==> config.mk <==
export PLATFORM = sky130hd
export DESIGN_NAME = tx_scheduler
export DESIGN_NICKNAME = d
export VERILOG_FILES = /design/src/rtl/tx_scheduler_pkg.sv /design/src/rtl/tx_scheduler_sync_fifo.sv /design/src/rtl/tx_scheduler.sv
export SDC_FILE = /design/constraint.sdc
export NUM_CORES = 1
export LEC_CHECK = 0
export CAP_MARGIN = 30
export CORE_MARGIN = 1
export CORE_UTILIZATION = 54
export CTS_CLUSTER_SIZE = 10
export DETAILED_ROUTE_END_ITERATION = 6
export PLACE_DENSITY = 0.9
export SETUP_SLACK_MARGIN = 0.2
export SYNTH_ARGS = -nofsm -noshare
export SYNTH_HDL_FRONTEND = slang
export SYNTH_SLANG_ARGS = --single-unit
==> constraint.sdc <==
create_clock -name i_clk -period 3.4 [get_ports i_clk]
set_clock_uncertainty 0.05 [all_clocks]
set_input_delay 0.34 -clock i_clk [delete_from_list [all_inputs] [get_ports i_clk]]
set_output_delay 0.34 -clock i_clk [all_outputs]
set_load 0.01 [all_outputs]
==> src/rtl/tx_scheduler_pkg.sv <==
// Shared types for the DCSK transmit front-end: spreading factors, scheduler states,
// and the queued request payload.
package tx_scheduler_pkg;

  localparam int unsigned MSG_W = 32;
  localparam int unsigned LEN_W = 12;
  localparam int unsigned ID_W  = 16;

  typedef enum logic [1:0] {
    SF2  = 2'd0,
    SF4  = 2'd1,
    SF8  = 2'd2,
    SF16 = 2'd3
  } sf_t;

  typedef enum logic [2:0] {
    IDLE,
    SEED,
    SEND,
    WAIT_START,
    SENDING,
    GAP
  } tx_sched_state_t;

  typedef struct packed {
    logic [MSG_W-1:0] msg;
    sf_t              sf;
  } tx_req_t;

  // Expected frame length in cycles: 64 << (sf+1).
  function automatic logic [LEN_W-1:0] frame_len(input sf_t sf);
    return LEN_W'(128) << sf;
  endfunction

endpackage

==> src/rtl/tx_scheduler_sync_fifo.sv <==
// Single-clock FIFO with occupancy count; push/pop are ignored when full/empty.
module sync_fifo #(
  parameter int unsigned WIDTH = 34,
  parameter int unsigned DEPTH = 4
) (
  input  logic                     i_clk,
  input  logic                     i_arst_n,
  input  logic                     i_push,
  input  logic [WIDTH-1:0]         i_data,
  input  logic                     i_pop,
  output logic [WIDTH-1:0]         o_data,
  output logic [$clog2(DEPTH):0]   o_level,
  output logic                     o_full,
  output logic                     o_empty
);

  localparam int unsigned AW = $clog2(DEPTH);
  localparam int unsigned LW = AW + 1;

  logic [WIDTH-1:0] mem [DEPTH];
  logic [AW-1:0]    wr_ptr;
  logic [AW-1:0]    rd_ptr;
  logic             do_push;
  logic             do_pop;

  assign o_full  = (o_level == LW'(DEPTH));
  assign o_empty = (o_level == '0);
  assign do_push = i_push && !o_full;
  assign do_pop  = i_pop && !o_empty;
  assign o_data  = mem[rd_ptr];

  always_ff @(posedge i_clk or negedge i_arst_n) begin
    if (!i_arst_n) begin
      wr_ptr  <= '0;
      rd_ptr  <= '0;
      o_level <= '0;
    end else begin
      if (do_push) wr_ptr <= wr_ptr + AW'(1);
      if (do_pop)  rd_ptr <= rd_ptr + AW'(1);
      if (do_push && !do_pop)      o_level <= o_level + LW'(1);
      else if (do_pop && !do_push) o_level <= o_level - LW'(1);
    end
  end

  // Storage needs no reset: a slot is always written before it is read.
  always_ff @(posedge i_clk) begin
    if (do_push) mem[wr_ptr] <= i_data;
  end

endmodule

==> src/rtl/tx_scheduler.sv <==
// Queues messages for the DCSK transmitter, loads seeds between frames, and polices
// frame start and frame length.
module tx_scheduler
  import tx_scheduler_pkg::*;
#(
  parameter int unsigned FIFO_DEPTH    = 4,
  parameter int unsigned GAP_CYCLES    = 0,
  parameter int unsigned START_TIMEOUT = 4
) (
  input  logic                            i_clk,
  input  logic                            i_arst_n,
  input  logic                            i_msg_valid,
  output logic                            o_msg_ready,
  input  logic [MSG_W-1:0]                i_msg,
  input  sf_t                             i_sf,
  input  logic                            i_seed_valid,
  input  logic [MSG_W-1:0]                i_seed,
  output logic [MSG_W-1:0]                o_tx_seed,
  output logic                            o_tx_load_seed,
  output logic                            o_tx_send,
  output logic [MSG_W-1:0]                o_tx_msg,
  output sf_t                             o_tx_sf,
  input  logic                            i_tx_is_sending,
  output logic                            o_busy,
  output logic [$clog2(FIFO_DEPTH):0]     o_level,
  output logic                            o_frame_done,
  output logic                            o_err_len,
  output logic                            o_err_timeout,
  output logic [ID_W-1:0]                 o_msg_id
);

  localparam int unsigned TMR_W = $clog2(START_TIMEOUT + 2);
  localparam int unsigned GAP_W = $clog2(GAP_CYCLES + 2);

  tx_sched_state_t  state;
  logic             seed_pend;
  logic [MSG_W-1:0] seed_q;
  logic [TMR_W-1:0] timer;
  logic [GAP_W-1:0] gap_cnt;
  logic [LEN_W-1:0] len_cnt;
  tx_req_t          push_req;
  tx_req_t          head;
  logic             pop;
  logic             fifo_full;
  logic             fifo_empty;

  assign push_req    = '{msg: i_msg, sf: i_sf};
  assign pop         = (state == IDLE) && !seed_pend && !fifo_empty;
  assign o_msg_ready = !fifo_full;
  assign o_busy      = (state != IDLE) || !fifo_empty;

  sync_fifo #(
    .WIDTH ($bits(tx_req_t)),
    .DEPTH (FIFO_DEPTH)
  ) u_fifo (
    .i_clk    (i_clk),
    .i_arst_n (i_arst_n),
    .i_push   (i_msg_valid),
    .i_data   (push_req),
    .i_pop    (pop),
    .o_data   (head),
    .o_level  (o_level),
    .o_full   (fifo_full),
    .o_empty  (fifo_empty)
  );

  // Seed request latch; a request in the SEED cycle itself stays pending (last wins).
  always_ff @(posedge i_clk or negedge i_arst_n) begin
    if (!i_arst_n) begin
      seed_pend <= 1'b0;
      seed_q    <= '0;
    end else if (i_seed_valid) begin
      seed_pend <= 1'b1;
      seed_q    <= i_seed;
    end else if (state == SEED) begin
      seed_pend <= 1'b0;
    end
  end

  always_ff @(posedge i_clk or negedge i_arst_n) begin
    if (!i_arst_n) begin
      state          <= IDLE;
      timer          <= '0;
      gap_cnt        <= '0;
      len_cnt        <= '0;
      o_tx_seed      <= '0;
      o_tx_load_seed <= 1'b0;
      o_tx_send      <= 1'b0;
      o_tx_msg       <= '0;
      o_tx_sf        <= SF2;
      o_frame_done   <= 1'b0;
      o_err_len      <= 1'b0;
      o_err_timeout  <= 1'b0;
      o_msg_id       <= '0;
    end else begin
      o_tx_load_seed <= 1'b0;
      o_tx_send      <= 1'b0;
      o_frame_done   <= 1'b0;
      o_err_len      <= 1'b0;
      o_err_timeout  <= 1'b0;
      case (state)
        IDLE: begin
          if (seed_pend) begin
            state <= SEED;
          end else if (!fifo_empty) begin
            o_tx_msg <= head.msg;
            o_tx_sf  <= head.sf;
            state    <= SEND;
          end
        end
        SEED: begin
          o_tx_seed      <= seed_q;
          o_tx_load_seed <= 1'b1;
          state          <= IDLE;
        end
        SEND: begin
          o_tx_send <= 1'b1;
          timer     <= '0;
          state     <= WAIT_START;
        end
        WAIT_START: begin
          if (i_tx_is_sending) begin
            len_cnt <= LEN_W'(1);
            state   <= SENDING;
          end else if (timer == TMR_W'(START_TIMEOUT)) begin
            o_err_timeout <= 1'b1;
            gap_cnt       <= '0;
            state         <= GAP;
          end else begin
            timer <= timer + TMR_W'(1);
          end
        end
        SENDING: begin
          if (i_tx_is_sending) begin
            if (len_cnt != '1) len_cnt <= len_cnt + LEN_W'(1);
          end else begin
            o_frame_done <= 1'b1;
            o_msg_id     <= o_msg_id + ID_W'(1);
            if (len_cnt != frame_len(o_tx_sf)) o_err_len <= 1'b1;
            gap_cnt      <= '0;
            state        <= GAP;
          end
        end
        GAP: begin
          if (gap_cnt >= GAP_W'(GAP_CYCLES)) state <= IDLE;
          else                               gap_cnt <= gap_cnt + GAP_W'(1);
        end
        default: state <= IDLE;
      endcase
    end
  end

endmodule

==> impl_metrics.tcl <==
set metrics [dict create \
    track_usage_pct 22.1 \
    hold_class "input pin to register" \
    fin_crit_sh_pct 80.4 \
    wl_per_cell_um 20.1 \
    post-route-min-period_ns 2.73 \
    cts-buffers-inserted 34 \
    gp_congestion 0.826 \
    fp-row-count 51 \
    startpoint_type "register" \
    clock_path_buffers 3 \
    critPathKind "register to primary output" \
    ios 163 \
    slew_headroom_pct 35.3 \
    core-area_mm2 0.0197 \
    synth-simple-area-share_pct 4.98 \
    critPathMaxStageDelay_ns 0.52 \
    synth_fa_ha_area_share_pct 1.32 \
    cp_data_required_time_ns 3.01 \
    grt_pass1_vias 6379 \
    ys.flop_type "dfrtp_1" \
    die-area_mm2 0.0209 \
    via_per_inst 5.62 \
    p_leak_nw 5.29 \
    die_y_um 145 \
    async_flop_share_pct 51.6 \
    hold-worst-slack_ns 0.412 \
    start_util_pct 55.6 \
    synth-seq-area-share_pct 70.3 \
    synth_top_family_by_area "multiplexers" \
    report.final.slew_viol_count 0 \
    synth_warnings 0 \
    syn_avg_cell_area_um2 17.5 \
    synth_compound_area_share_pct 2.59 \
    crit_fanout 5 \
    drt_pre_antenna_iters 4 \
    synth_area_leaders "edfxtp_1, dfrtp_1, mux2_2" \
    cap_violations 0 \
    drive_gt1_share_pct 23.5 \
    synth_common_cells "dfrtp_1, edfxtp_1, mux2_2" \
    port_buffers 162 \
    postCtsHoldBufs 1 \
    grt_pass1_wl_um 34400 \
    cts_resized 0 \
    setup.worst_path.end_class "primary output" \
    drtIter0Drc 387 \
    synth-xor-area-share_pct 1.76 \
    grt_overflow 0 \
    p_per_area_mw_per_mm2 851 \
    tns_ns 0 \
    clock_latency_ns 0.50 \
    dp_hpwl_um 13400 \
    synthMuxAreaShare_pct 17.2 \
    grt_max_degree 82 \
    antenna_found_initial 0 \
    drc 0 \
    synthMostInstantiatedCell "dfrtp_1" \
    root_buffer "clkbuf_16" \
    synthesis.nets 708 \
    final_util_pct 70.3 \
    netlist_area_mm2 0.0110 \
    synthCells 626 \
    hold_violations 0 \
    cts_setup_buffers 0 \
    path_clk_slew_ns 0.05 \
    ant_nets 0 \
    setup_viol 0 \
    outcome "completed" \
    syn2layout_area_growth_pct 26.3 \
    multi_input_area_mm2 0.00308 \
    yosys.cell_types.count 52 \
    die_w_um 145 \
    cp_slowest_cell "clkdlybuf4s50_1" \
    num_antenna_cells 0 \
    place_ws_ns 0.920 \
    yosysTopAreaCell "edfxtp_1" \
    clock_sinks 281 \
    nFillCells 1239 \
    crit_chain "or3_1, or4_1, clkdlybuf4s50_1" \
    nNetsFinal 885 \
    crit_arrival_ns 2.34 \
    tightest_slew_ns 0.971 \
    cts-htree-levels 2 \
    fmax_ghz 0.366 \
    layout_setup_ws_ns 0.667 \
    routed_wl_um 21900 \
    cts_tree "yes" \
    seqCellArea_mm2 0.00771 \
    synth_top_area_share_pct 37.2 \
    synth_edf_count 136 \
    ir_worst_vdd_mv 0.734 \
    grt_setup_unrepaired "no" \
    synth_seq_cells 281 \
    vias 6099 \
]
-- layout by cell type, fill, tap and decap left out, types with 2 or more instances in the layout --
cell type,n
nor2b_1,3
mux4_2,34
ha_1,10
xnor2_1,14
a211oi_1,2
clkdlybuf4s50_1,161
nand3_1,10
and4_1,2
buf_12,2
inv_1,15
clkbuf_16,35
and3_2,4
xor2_1,8
a21oi_1,5
dfrtp_2,2
buf_4,4
nor3_1,9
o21ai_0,8
nor2_1,15
clkbuf_1,14
nand2_1,20
a31oi_1,2
a221o_1,7
nor4_1,5
a21o_1,2
or4_1,5
edfxtp_1,136
and2_1,4
nand4_1,5
clkinv_8,2
dfrtp_1,143
clkinv_2,2
mux2_2,100
a22o_1,2
o31ai_1,2
nor4_4,2
o21bai_1,2
-- worst max-delay path, delay by kind of cell (launching register included) --
| kind | cells | cell delay (ns) |
|---|---|---|
| flops | 1 | 0.43 |
| buf+inv | 1 | 0.52 |
| simple gates | 2 | 0.90 |
-- worst paths after layout --
kind | endpoint | depth (start not counted) | slack [ns] | start
worst max-delay path | o_busy | 3 | 0.67 | u_fifo.o_level[1]
worst min-delay path | seed_q[20] | 2 | 0.41 | i_seed[20]
worst max register to register | len_cnt[5] | 5 | 0.89 | len_cnt[0]
worst min register to register | o_msg_id[15] | 1 | 0.44 | o_msg_id[15]
max in group asynchronous | o_tx_msg[21] | 3 | 2.04 | i_arst_n
min in group asynchronous | o_msg_id[8] | 2 | 0.43 | i_arst_n
-- state kept, by name, summed over array words and instances (netlist names) --
name,count
state,3
u_fifo.o_level,3
timer,3
o_tx_send,1
o_msg_id,16
o_tx_load_seed,1
o_err_len,1
u_fifo.rd_ptr,2
o_tx_sf,2
u_fifo.mem,136
seed_q,32
o_tx_seed,32
seed_pend,1
o_err_timeout,1
u_fifo.wr_ptr,2
o_frame_done,1
len_cnt,12
o_tx_msg,32
-- routing by layer --
layer | global-route usage (%) | up-vias | share of wire (%)
li1 | - | 2748 | -
met1 | 26.7 | 3087 | 40
met2 | 39.0 | 226 | 51
met3 | 5.50 | 38 | 7.3
met4 | 6.54 | 0 | 1.9
met5 | 0 | - | 0
-- logic make-up after synthesis --
group | Yosys count
AOI/OAI and AO/OA | 39
xor gates and xnor gates | 22
adders and majority gates | 11
buffers and inverters | 43
DFF | 281
muxes | 134
and+or+nand+nor | 96
-- metrics by stage --
stage | cells | instance area (um^2) | total power [mW]
3_5_place_dp | 1031 | 12900 | 8.71
6_report | 1085 | 13900 | 11.8
4_1_cts | 1085 | 13900 | 11.9
3_3_place_gp | 1031 | 12900 | 8.56
5_1_grt | 1085 | 13900 | 12.4
2_1_floorplan | 626 | 11000 | 7.07
-- area by class of cell --
class | count | share of cell area, %
timing repair buffer | 169 | 12.3
tap | 265 | 2.39
clock buffer | 49 | 6.70
multi-input combinational | 302 | 22.2
clock inverter | 4 | 0.307
inverter | 15 | 0.406
sequential | 281 | 55.7
-- power by group --
part | total [mW] | switching (mW) | internal, mW
logic | 3.50 | 1.46 | 2.04
registers | 5.14 | 0.615 | 4.53
clock network | 3.15 | 1.26 | 1.89
total | 11.8 | 3.34 | 8.45
Power figures use the tool's default switching activity.
